==> src/rtl/alu.sv <==
// alu: registered 8-function ALU with status flags and a one-cycle valid pipeline
module alu #(
    parameter int WIDTH = 8
) (
    input  logic             clk,
    input  logic             rst_n,
    input  logic             in_valid,
    input  logic [WIDTH-1:0] a,
    input  logic [WIDTH-1:0] b,
    input  logic [2:0]       alucont,
    output logic [WIDTH-1:0] aluout,
    output logic             zero,
    output logic             out_valid,
    output logic             carry,
    output logic             overflow,
    output logic             negative
);

    logic [WIDTH-1:0] aluout_q, aluout_d, b_op, res;
    logic [WIDTH:0]   sum;
    logic             zero_q, zero_d, carry_q, carry_d, overflow_q, overflow_d;
    logic             negative_q, negative_d, out_valid_q, out_valid_d;
    logic             sub, arith, add_ovf;

    // Shared adder (SUB/SLT use a + ~b + 1), result select, and hold-when-idle muxing
    always_comb begin
        sub     = alucont[2] & alucont[1];
        b_op    = sub ? ~b : b;
        sum     = {1'b0, a} + {1'b0, b_op} + {{WIDTH{1'b0}}, sub};
        add_ovf = (a[WIDTH-1] == b_op[WIDTH-1]) & (sum[WIDTH-1] != a[WIDTH-1]);
        arith   = (alucont == 3'b010) | sub;
        case (alucont)
            3'b000:  res = a & b;
            3'b001:  res = a | b;
            3'b011:  res = a ^ b;
            3'b100:  res = a & ~b;
            3'b101:  res = a | ~b;
            3'b111:  res = {{(WIDTH-1){1'b0}}, sum[WIDTH-1] ^ add_ovf};
            default: res = sum[WIDTH-1:0];
        endcase
        aluout_d    = in_valid ? res : aluout_q;
        zero_d      = in_valid ? (res == '0) : zero_q;
        carry_d     = in_valid ? (arith & sum[WIDTH]) : carry_q;
        overflow_d  = in_valid ? (arith & add_ovf) : overflow_q;
        negative_d  = in_valid ? res[WIDTH-1] : negative_q;
        out_valid_d = in_valid;
    end

    // Result and flag registers, cleared asynchronously by reset
    always_ff @(posedge clk or negedge rst_n) begin
        if (!rst_n) begin
            aluout_q    <= '0;
            zero_q      <= 1'b1;
            carry_q     <= 1'b0;
            overflow_q  <= 1'b0;
            negative_q  <= 1'b0;
            out_valid_q <= 1'b0;
        end else begin
            aluout_q    <= aluout_d;
            zero_q      <= zero_d;
            carry_q     <= carry_d;
            overflow_q  <= overflow_d;
            negative_q  <= negative_d;
            out_valid_q <= out_valid_d;
        end
    end

    assign aluout    = aluout_q;
    assign zero      = zero_q;
    assign carry     = carry_q;
    assign overflow  = overflow_q;
    assign negative  = negative_q;
    assign out_valid = out_valid_q;

endmodule

==> config.mk <==
export PLATFORM = sky130hd
export DESIGN_NAME = alu
export DESIGN_NICKNAME = d
export VERILOG_FILES = /design/src/rtl/alu.sv
export SDC_FILE = /design/constraint.sdc
export NUM_CORES = 1
export LEC_CHECK = 0
export BUFFER_PORTS_ARGS = -buffer_cell sky130_fd_sc_hd__buf_4
export CORE_ASPECT_RATIO = 1.4
export CORE_MARGIN = 2
export CORE_UTILIZATION = 55
export DETAILED_ROUTE_END_ITERATION = 16
export PLACE_DENSITY = 0.88
export SLEW_MARGIN = 20
export SYNTH_ARGS = -nofsm -noshare
export SYNTH_HDL_FRONTEND = slang
export SYNTH_SLANG_ARGS = --single-unit
==> constraint.sdc <==
create_clock -name clk -period 1.35 [get_ports clk]
set_input_delay 0.0675 -clock clk [delete_from_list [all_inputs] [get_ports clk]]
set_output_delay 0.0675 -clock clk [all_outputs]
set_load 0.02 [all_outputs]
==> impl_metrics.json, run 1 <==
{
  "pre_cts_ws_ns": -0.976,
  "port_buffers": 34,
  "yosys_warnings": 0,
  "worstEndpointGrtRepair": "zero$_DFFE_PN1P_/D",
  "error": "[ERROR GRT-0232] Routing congestion too high. Check the congestion heatmap in the GUI.",
  "ys_seq_area_share_pct": 21.6,
  "root_buffer": "clkbuf_4",
  "synthCells": 165,
  "synth_area_per_cell_um2": 8.45,
  "async_reset_ff_share_pct": 100,
  "lastStage": "global routing",
  "die_w_um": 46.5,
  "globalplace.congestion": 0.855,
  "std_cell_rows": 21,
  "track_usage_pct": 79.2,
  "dp_hpwl_mm": 3.83,
  "ios": 35,
  "dieHeight_um": 63.6,
  "synth_fp_nets": 195,
  "start_util_pct": 58.3,
  "clock_sinks": 12,
  "worstEpCategory": "register data pin",
  "synth_edf_count": 0,
  "ys.flop_type": "dfrtp_1",
  "yosys_register_bits": 12,
  "htree_levels": 1,
  "grt_max_degree": 14,
  "syn_area_um2": 1390,
  "clk_path_buf_depth": 2,
  "status": "did not finish",
  "synth_cell_types": 49,
  "grt_overflow_total": 88,
  "numCtsBuffers": 3
}
==> through the flow <==
stage                     cells  instance area [um2]
after detailed placement    274                 2080
after floorplan             165                 1470
after global placement      274                 2080
after CTS                   287                 2300
==> cell usage after synthesis, drive strengths merged (2+ instances only) <==
cell / count / area share (%)
xnor2: 13 / 8.2
o22ai: 5 / 3.2
o21ai: 15 / 5.7
a31oi: 3 / 2.4
nand3b: 2 / 1.1
nor3: 2 / 0.72
a21oi: 15 / 5.4
a211oi: 5 / 3.1
buf: 7 / 4.3
nor2: 15 / 4.0
o2bb2ai: 2 / 1.3
o21a: 2 / 1.1
or3: 2 / 1.3
nor2b: 5 / 2.2
ha: 7 / 6.3
nand2: 10 / 2.7
clkbuf: 2 / 0.54
o31a: 2 / 1.3
mux2: 3 / 2.4
dfrtp: 11 / 20
a21o: 3 / 1.6
mux2i: 9 / 6.5
inv: 7 / 1.9
==> routing by layer <==
layer,GRT usage (%),GRT overflow
met1,74.0,1
met2,101,55
met3,52.1,0
met4,91.4,32
met5,6.67,0
==> timing repair <==
item | CTS
pin swaps | 17
setup buffers | 8
hold buffers | 1
setup endpoints to repair | 11
hold endpoints to repair | 12
gates resized for setup | 29
gates cloned | 0
==> cells by family after synthesis <==
family	after synthesis	share of synthesized area (%)
AO/OA/AOI/OAI	61	30.8
AND/OR/NAND/NOR	42	15.4
buffers and inverters	16	6.73
XOR/XNOR	14	8.80
multiplexers	12	8.89
flip-flops	12	21.6
adder cells (fa/ha/maj)	8	7.72
==> run 2: changes to the inputs <==
--- a/config.mk
+++ b/config.mk
@@ -6,11 +6,10 @@
 export NUM_CORES = 1
 export LEC_CHECK = 0
 export BUFFER_PORTS_ARGS = -buffer_cell sky130_fd_sc_hd__buf_4
-export CORE_ASPECT_RATIO = 1.4
-export CORE_MARGIN = 2
-export CORE_UTILIZATION = 55
+export CORE_AREA = 2 2 63 65
 export DETAILED_ROUTE_END_ITERATION = 16
-export PLACE_DENSITY = 0.88
+export DIE_AREA = 0 0 65 67
+export PLACE_DENSITY_LB_ADDON = 0.15
 export SLEW_MARGIN = 20
 export SYNTH_ARGS = -nofsm -noshare
 export SYNTH_HDL_FRONTEND = slang
==> impl_metrics.json, run 2 <==
{
  "status": "complete, but fails checks",
  "violations": "setup timing",
  "drcViolationCount": 0,
  "layout_common_cells": "buf_4 (85), nor2_1 (13), dfrtp_1 (11), a21oi_1 (10)",
  "max_freq_ghz": 0.511,
  "r2r-start": "aluout[6]$_DFFE_PN0P_",
  "antenna_cells": 0,
  "rsz0062_at_grt": "true",
  "yosys.area.top_type": "dfrtp_1",
  "finalCriticalPeriod_ns": 1.96,
  "end_kind": "register",
  "vias": 1542,
  "clock_latency_ns": 0.25,
  "drt-pass1-iter-count": 4,
  "yosys_warnings": 0,
  "synthMuxAreaShare_pct": 8.89,
  "drtIter0Drc": 51,
  "grt_first_pass_wirelength_mm": 7.27,
  "drv_cap": 0,
  "fill_cells": 305,
  "crit_fanout": 2,
  "worstHoldStart": "in_valid",
  "fin_skew_ns": 0,
  "drive_gt1_share_pct": 54.5,
  "grt_overflow_total": 0,
  "timing.rr.end": "aluout[6]$_DFFE_PN0P_",
  "finalSetupTns_ns": -4.07,
  "synth_compound_area_share_pct": 30.8,
  "peakVddDrop_uv": 691,
  "synthToLayoutAreaGrowth_pct": 71.9,
  "pre_cts_ws_ns": -0.919,
  "cp-start-kind": "primary input",
  "track_usage_pct": 22.4,
  "synth_edf_count": 0,
  "grt_max_degree": 15,
  "final_util_pct": 66.4,
  "postRouteAntennaNets": 0,
  "p_per_area_nw_per_um2": 836,
  "slew_viol_final": 0,
  "cts_tree": "done",
  "antenna_found_initial": 0,
  "relSlewSlack_pct": 68.4,
  "async_reset_ff_share_pct": 100,
  "synth_xor_xnor_area_share_pct": 8.80,
  "wl_mm": 4.41,
  "die_area_um2": 4360,
  "regArea_um2": 302,
  "root_buffer": "clkbuf_8",
  "syn_area_um2": 1390,
  "min-delay-path-class": "in2reg",
  "reg2reg_depth": 1,
  "yosys.area_share.simple_pct": 15.4,
  "largest_reg_flops": 8,
  "port_buffers": 34,
  "synth_area_leaders": "dfrtp_1 (20%), xnor2_1 (8.2%), mux2i_1 (6.5%)",
  "dpl_cell_area_um2": 2090,
  "die_w_um": 65,
  "worst-setup-path-type": "in2reg",
  "period_share_pct": 145,
  "start_util_pct": 38.7,
  "synth_cell_types": 49,
  "whs_endpoint": "out_valid$_DFF_PN0_",
  "synth_area_per_cell_um2": 8.45,
  "hold_depth": 1,
  "clock_sinks": 12,
  "synth_top_family_by_area": "compound AO/OA/AOI/OAI gates",
  "layout.nets": 286,
  "globalplace.congestion": 0.786,
  "leakage_uw": 0.00111,
  "dp_hpwl_mm": 3.40,
  "multiInputGateArea_um2": 1190,
  "synth_fp_nets": 195,
  "timing_hold_violations_final": 0,
  "clk_pin_slew_ns": 0.05,
  "critPathRequiredTime_ns": 1.54,
  "setup_viol": 10,
  "fin_ws_ns": -0.606,
  "htree_levels": 1,
  "std_cell_rows": 22,
  "reg2reg_slack_ns": 0.58,
  "fin_area_um2": 2400,
  "synth_fa_ha_area_share_pct": 7.72,
  "ys.flop_type": "dfrtp_1",
  "ios": 35,
  "coreArea_um2": 3610,
  "layout_commonest_cell": "buf_4",
  "total_power_uw": 2000,
  "synthCells": 165,
  "arrival_ns": 2.14,
  "wire_per_inst_um": 14.6,
  "numCtsBuffers": 3,
  "synthTopCellsByCount": "a21oi_1 (15), nor2_1 (15), xnor2_1 (13)",
  "vias_per_cell": 5.09,
  "clk_path_buf_depth": 2,
  "ys_seq_area_share_pct": 21.6,
  "dieHeight_um": 67,
  "grt_pass1_vias": 1618,
  "yosys_register_bits": 12,
  "worstMarginPinSlew_ns": 0.468,
  "synth_top_area_share_pct": 19.7
}
-- run 2: how the worst max path moves through the flow --
| stage | startpoint | endpoint | slack (ns) | cells past startpoint |
|---|---|---|---|---|
| 4_1_cts | alucont[2] | zero$_DFFE_PN1P_ | -0.59 | 12 |
| 3_3_place_gp | alucont[1] | zero$_DFFE_PN1P_ | -0.86 | 12 |
| 6_report | b[0] | zero$_DFFE_PN1P_ | -0.61 | 11 |
| 5_1_grt | alucont[2] | zero$_DFFE_PN1P_ | -0.64 | 12 |
| 2_1_floorplan | alucont[2] | aluout[6]$_DFFE_PN0P_ | -0.91 | 12 |
| 3_5_place_dp | alucont[1] | zero$_DFFE_PN1P_ | -0.92 | 12 |
-- run 2: cells by family after synthesis --
logic type | Yosys count
and+or+nand+nor | 42
AOI/OAI and AO/OA | 61
DFF | 12
muxes | 12
adders and majority gates | 8
buffers and inverters | 16
xor gates and xnor gates | 14
-- run 2: area by class of cell --
cell class | instances | area share (%)
Inverter | 7 | 1.10
Clock buffer | 4 | 2.30
Multi-Input combinational cell | 137 | 49.7
Timing Repair Buffer | 95 | 31.8
Tap cell | 48 | 2.51
Sequential cell | 12 | 12.6
-- run 2: critical path: stages --
cell       delay [ns]
buf_6            0.09
and3b_2          0.24
a21oi_2          0.05
fa_2             0.34
nand2b_4         0.15
o2bb2ai_4        0.13
o21bai_4         0.16
mux2i_1          0.09
or3_4            0.37
nor4_2           0.27
a32o_1           0.19
-- run 2: per-layer routing --
metal / part of all wire [%] / GRT usage, %
met1: 43 / 26.2
met2: 53 / 42.3
met3: 3.0 / 3.04
met4: 0.97 / 6.12
met5: 0 / 0
-- run 2: metrics by stage --
step | hold slack, ns | cells
4_1_cts | 0.0437 | 301
5_1_grt | 0.0446 | 303
6_report | 0.0494 | 303
2_1_floorplan | -0.228 | 165
3_3_place_gp | -0.0924 | 289
3_5_place_dp | -0.0876 | 289
-- run 2: what timing repair did --
action                     in CTS  in global routing
setup endpoints to repair      11                 10
hold endpoints to repair       12                  0
pin swaps                      18                 10
gates resized for setup        31                  8
hold buffers                    1                  0
buffers inserted                8                  2
-- run 2: where the power goes --
group,leakage (uW),internal [uW],switching (uW)
registers,0.000141,409,27.9
logic,0.000936,625,542
clock network,0.0000288,258,142
Power figures use the tool's default switching activity.
==> run 3: changes to the inputs <==
--- a/config.mk
+++ b/config.mk
@@ -9,7 +9,7 @@
 export CORE_AREA = 2 2 63 65
 export DETAILED_ROUTE_END_ITERATION = 16
 export DIE_AREA = 0 0 65 67
-export PLACE_DENSITY_LB_ADDON = 0.15
+export PLACE_DENSITY = 0.65
 export SLEW_MARGIN = 20
 export SYNTH_ARGS = -nofsm -noshare
 export SYNTH_HDL_FRONTEND = slang
==> impl_metrics.json, run 3 (synthesis gave the netlist of run 2 again) <==
{
  "hold_depth": 2,
  "drive_gt1_share_pct": 55.5,
  "place_inst": 286,
  "wire_per_inst_um": 14.2,
  "drt-pass1-iter-count": 5,
  "start_util_pct": 38.7,
  "grt_overflow_total": 0,
  "postRouteAntennaNets": 0,
  "vias": 1637,
  "timing_hold_violations_final": 0,
  "vias_per_cell": 5.38,
  "antenna_cells": 0,
  "grt_pass1_vias": 1551,
  "dp_hpwl_mm": 3.24,
  "r2r-start": "aluout[6]$_DFFE_PN0P_",
  "worstPathCellList": "buf_8, nand2_8, xnor2_4, inv_2, fa_2, nand2b_4, o2bb2ai_4, o21bai_4, mux2i_1, or3_4, nor4_2, a32o_1",
  "peakVddDrop_uv": 309,
  "port_buffers": 34,
  "arrival_ns": 2.23,
  "whs_endpoint": "out_valid$_DFF_PN0_",
  "power.internal_uw": 1290,
  "dieHeight_um": 67,
  "p_comb_share_pct": 58.8,
  "fin_ws_ns": -0.701,
  "grt_max_degree": 18,
  "min-delay-path-class": "in2reg",
  "worst-setup-path-type": "in2reg",
  "drtIter0Drc": 55,
  "crit_family": "simple AND/OR/NAND/NOR gates",
  "timing.critical_path.buf_inv": 2,
  "drcViolationCount": 0,
  "htree_levels": 1,
  "end_kind": "register",
  "root_buffer": "clkbuf_8",
  "status": "complete, but fails checks",
  "p_switching_uw": 706,
  "worstMarginPinSlew_ns": 0.459,
  "slowest_stage": "or3_4",
  "p_sw_share_pct": 35.4,
  "max_freq_ghz": 0.488,
  "drv_cap": 0,
  "grt_first_pass_wirelength_mm": 6.86,
  "clk_pin_slew_ns": 0.05,
  "power_frac_seq_pct": 21.9,
  "clk_path_buf_depth": 2,
  "cts_tree": "done",
  "clock_sinks": 12,
  "relSlewSlack_pct": 69.3,
  "leakage_uw": 0.00112,
  "coreArea_um2": 3610,
  "rsz0062_at_grt": "true",
  "slew_viol_final": 0,
  "critPathRequiredTime_ns": 1.53,
  "wl_mm": 4.32,
  "layout_common_cells": "buf_4 (86), nor2_1 (13), dfrtp_1 (11)",
  "timing.rr.end": "aluout[6]$_DFFE_PN0P_",
  "largest_reg_flops": 8,
  "globalplace.congestion": 0.871,
  "layout_commonest_cell": "buf_4",
  "p_per_area_nw_per_um2": 818,
  "violations": "setup timing",
  "clock_latency_ns": 0.24,
  "finalNonFillerCells": 304,
  "worstHoldStart": "in_valid",
  "slowest_delay_ns": 0.40,
  "crit_fanout": 4,
  "ios": 35,
  "track_usage_pct": 20.1,
  "reg2reg_depth": 1,
  "synthToLayoutAreaGrowth_pct": 75.0,
  "cp-start-kind": "primary input",
  "die_area_um2": 4360,
  "power_frac_clock_pct": 19.2,
  "antenna_found_initial": 0,
  "period_share_pct": 152,
  "finalSetupTns_ns": -4.39,
  "setup_viol": 10,
  "layout.nets": 287,
  "std_cell_rows": 22,
  "die_w_um": 65,
  "fill_cells": 294,
  "fin_skew_ns": 0,
  "finalCriticalPeriod_ns": 2.05,
  "numCtsBuffers": 3,
  "reg2reg_slack_ns": 0.58
}
run 3: cell count changes in the layout (fill, tap and decap cells not counted), sizes merged:
cell / before / now
buf: 94 / 95
run 3: worst max path at each step:
| stage | start | to | slack [ns] | cells past startpoint |
|---|---|---|---|---|
| floorplan | alucont[2] | aluout[6]$_DFFE_PN0P_ | -0.91 | 12 |
| global placement | alucont[1] | zero$_DFFE_PN1P_ | -0.86 | 12 |
| detailed placement | alucont[1] | zero$_DFFE_PN1P_ | -0.95 | 12 |
| CTS | alucont[2] | zero$_DFFE_PN1P_ | -0.64 | 12 |
| global route | alucont[2] | zero$_DFFE_PN1P_ | -0.76 | 12 |
| finish | alucont[1] | zero$_DFFE_PN1P_ | -0.70 | 12 |
run 3: layer usage:
| metal | vias up | global-route usage (%) | part of all wire, % |
|---|---|---|---|
| li1 | 787 | - | - |
| met1 | 774 | 23.1 | 41 |
| met2 | 66 | 38.7 | 52 |
| met3 | 10 | 1.86 | 5.2 |
| met4 | 0 | 6.38 | 1.8 |
| met5 | - | 0 | 0 |
run 3: power by group through the flow:
| stage | Clock, uW | Combinational (uW) | Sequential [uW] |
|---|---|---|---|
| 6_report | 384 | 1170 | 437 |
| 3_3_place_gp | 0 | 935 | 440 |
| 4_1_cts | 391 | 1050 | 438 |
| 5_1_grt | 414 | 1260 | 443 |
| 2_1_floorplan | 0 | 511 | 500 |
| 3_5_place_dp | 0 | 956 | 443 |
run 3: repair_timing:
action,in CTS,in global routing
pin swaps,16,16
hold endpoints to repair,12,0
gates resized for setup,23,22
cloned,0,0
setup buffers,7,7
hold buffers,1,0
setup endpoints to repair,11,11
run 3: area by class of cell:
cell class / count / area [um2] / share of cell area, %
multi-input cells: 137 / 1230 / 50.5
repair buffers: 96 / 764 / 31.3
flip-flops and latches: 12 / 302 / 12.4
well taps: 48 / 60.1 / 2.46
clock buffers: 4 / 55.1 / 2.26
inverters: 7 / 26.3 / 1.08
run 3: stage by stage:
| stage | area [um2] | total power (uW) | worst slack, ns | utilization [%] | hold slack (ns) |
|---|---|---|---|---|---|
| 5_1_grt | 2440 | 2110 | -0.758 | 67.6 | 0.167 |
| 6_report | 2440 | 1990 | -0.701 | 67.6 | 0.160 |
| 3_5_place_dp | 2070 | 1400 | -0.949 | 57.3 | -0.0906 |
| 3_3_place_gp | 2070 | 1370 | -0.857 | 57.3 | -0.0931 |
| 4_1_cts | 2270 | 1880 | -0.643 | 62.9 | 0.145 |
| 2_1_floorplan | 1470 | 1010 | -0.909 | - | -0.228 |
==> run 4: changes to the inputs <==
--- a/config.mk
+++ b/config.mk
@@ -9,7 +9,6 @@
 export CORE_AREA = 2 2 63 65
 export DETAILED_ROUTE_END_ITERATION = 16
 export DIE_AREA = 0 0 65 67
-export PLACE_DENSITY = 0.65
 export SLEW_MARGIN = 20
 export SYNTH_ARGS = -nofsm -noshare
 export SYNTH_HDL_FRONTEND = slang
==> constraint.sdc (replaced) <==
create_clock -name clk -period 1.35 [get_ports clk]
set_input_delay 0.0675 -clock clk [delete_from_list [all_inputs] [get_ports clk]]
set_output_delay 0.0675 -clock clk [all_outputs]
set_load 0.01 [all_outputs]
==> impl_metrics.json, run 4 (synthesis gave the netlist of run 2 again) <==
{
  "end_kind": "register",
  "htree_levels": 1,
  "ios": 35,
  "grt_first_pass_wirelength_mm": 7.17,
  "port_buffers": 34,
  "numCtsBuffers": 3,
  "critPathRequiredTime_ns": 1.53,
  "fill_cells": 286,
  "slowest_delay_ns": 0.39,
  "track_usage_pct": 21.1,
  "fin_area_um2": 2340,
  "clock_sinks": 12,
  "drt-pass1-iter-count": 4,
  "leakage_uw": 0.00107,
  "rsz0062_at_grt": "true",
  "coreArea_um2": 3610,
  "wl_mm": 4.45,
  "clk_pin_slew_ns": 0.05,
  "wire_per_inst_um": 15.0,
  "dieHeight_um": 67,
  "period_share_pct": 151,
  "start_util_pct": 38.7,
  "finalSetupTns_ns": -4.59,
  "vias": 1570,
  "relSlewSlack_pct": 70.4,
  "drtIter0Drc": 55,
  "place_inst": 284,
  "largest_reg_flops": 8,
  "die_w_um": 65,
  "crit_fanout": 3,
  "setup_viol": 10,
  "slew_viol_final": 0,
  "hold_depth": 1,
  "die_area_um2": 4360,
  "std_cell_rows": 22,
  "fin_ws_ns": -0.682,
  "layout_common_cells": "buf_4 (80), nor2_1 (13), xnor2_1 (11), dfrtp_1 (11), a21oi_1 (10)",
  "peakVddDrop_uv": 688,
  "arrival_ns": 2.21,
  "grt_overflow_total": 0,
  "grt_max_degree": 18,
  "worstPathCellList": "buf_8, nand2_8, xnor2_4, inv_2, fa_2, nand2b_4, o2bb2ai_4, o21bai_4, mux2i_1, or3_4, nor4_4, a32o_1",
  "drive_gt1_share_pct": 51.8,
  "min-delay-path-class": "in2reg",
  "grt_pass1_vias": 1631,
  "slowest_stage": "or3_4",
  "clock_latency_ns": 0.24,
  "finalNonFillerCells": 297,
  "max_freq_ghz": 0.492,
  "dpl_cell_area_um2": 2080,
  "total_power_uw": 1910,
  "antenna_cells": 0,
  "fin_skew_ns": 0,
  "drv_cap": 0,
  "layout.nets": 280,
  "clk_path_buf_depth": 2,
  "drcViolationCount": 0,
  "layout_commonest_cell": "buf_4",
  "cp-start-kind": "primary input",
  "violations": "setup timing",
  "root_buffer": "clkbuf_8",
  "cts_tree": "done",
  "finalCriticalPeriod_ns": 2.03,
  "worstMarginPinSlew_ns": 0.442,
  "status": "complete, but fails checks",
  "p_per_area_nw_per_um2": 815,
  "vias_per_cell": 5.29,
  "timing_hold_violations_final": 0,
  "reg2reg_depth": 1,
  "synthToLayoutAreaGrowth_pct": 67.8,
  "worst-setup-path-type": "in2reg",
  "pre_cts_ws_ns": -0.923,
  "dp_hpwl_mm": 3.40,
  "globalplace.congestion": 0.855,
  "postRouteAntennaNets": 0,
  "antenna_found_initial": 0
}
==> run 4: changes by cell type in the layout (fill, tap and decap cells not counted), moves of 2 or more <==
cell     before  now
buf_4        86   80
nor2_4        2    0
a21oi_4       2    0
xnor2_1       9   11
buf_12        0    3
buf_6         7    4
nor2_2        0    2
==> run 4: power breakdown <==
part           switching (uW)  total [uW]  internal [uW]
sequential               30.1         439            409
clock                     128         385            257
combinational             494        1080            587
==> run 4: stage by stage <==
stage                     hold slack [ns]  util [%]
after floorplan                    -0.228         -
after global placement            -0.0924      57.6
after detailed placement          -0.0865      57.6
after CTS                          0.0521      62.9
after global routing               0.0667      64.9
final                              0.0693      64.9
==> run 4: final timing paths <==
check | from | end | slack (ns)
max in group asynchronous | rst_n | zero$_DFFE_PN1P_ | 0.91
worst max-delay path | alucont[2] | zero$_DFFE_PN1P_ | -0.68
worst max register to register | aluout[6]$_DFFE_PN0P_ | aluout[6]$_DFFE_PN0P_ | 0.58
min in group asynchronous | rst_n | aluout[4]$_DFFE_PN0P_ | 0.21
worst min-delay path | in_valid | out_valid$_DFF_PN0_ | 0.07
worst min register to register | overflow$_DFFE_PN0P_ | overflow$_DFFE_PN0P_ | 0.51
==> run 4: cell type report <==
type                    instances  area, um2  area share (%)
multi-input cells             137       1160            49.8
repair buffers                 89        731            31.2
flip-flops and latches         12        302            12.9
well taps                      48       60.1            2.57
clock buffers                   4       55.1            2.35
inverters                       7       26.3            1.12
==> run 4: repair_timing <==
action                                  in CTS  in global routing
hold buffers                                 1                  0
gates cloned                                 0                  0
resized for setup                           21                 11
endpoints found under the setup margin      11                 11
endpoints found under the hold margin       12                  0
buffers inserted                             5                  3
pin swaps                                   16                  8
==> run 4: critical path, delay by kind of cell <==
kind	cells	cell delay, ns
AOI/OAI and AO/OA	3	0.49
xor gates and xnor gates	1	0.17
adders and majority gates	1	0.37
buffers and inverters	2	0.15
muxes	1	0.09
and+or+nand+nor	4	0.88
==> run 4: metal layers <==
layer,vias up,GRT usage [%],routed length (um)
met5,-,0,0
met3,4,2.87,121
li1,778,-,-
met1,754,23.3,1880
met4,0,2.66,56
met2,34,43.0,2390
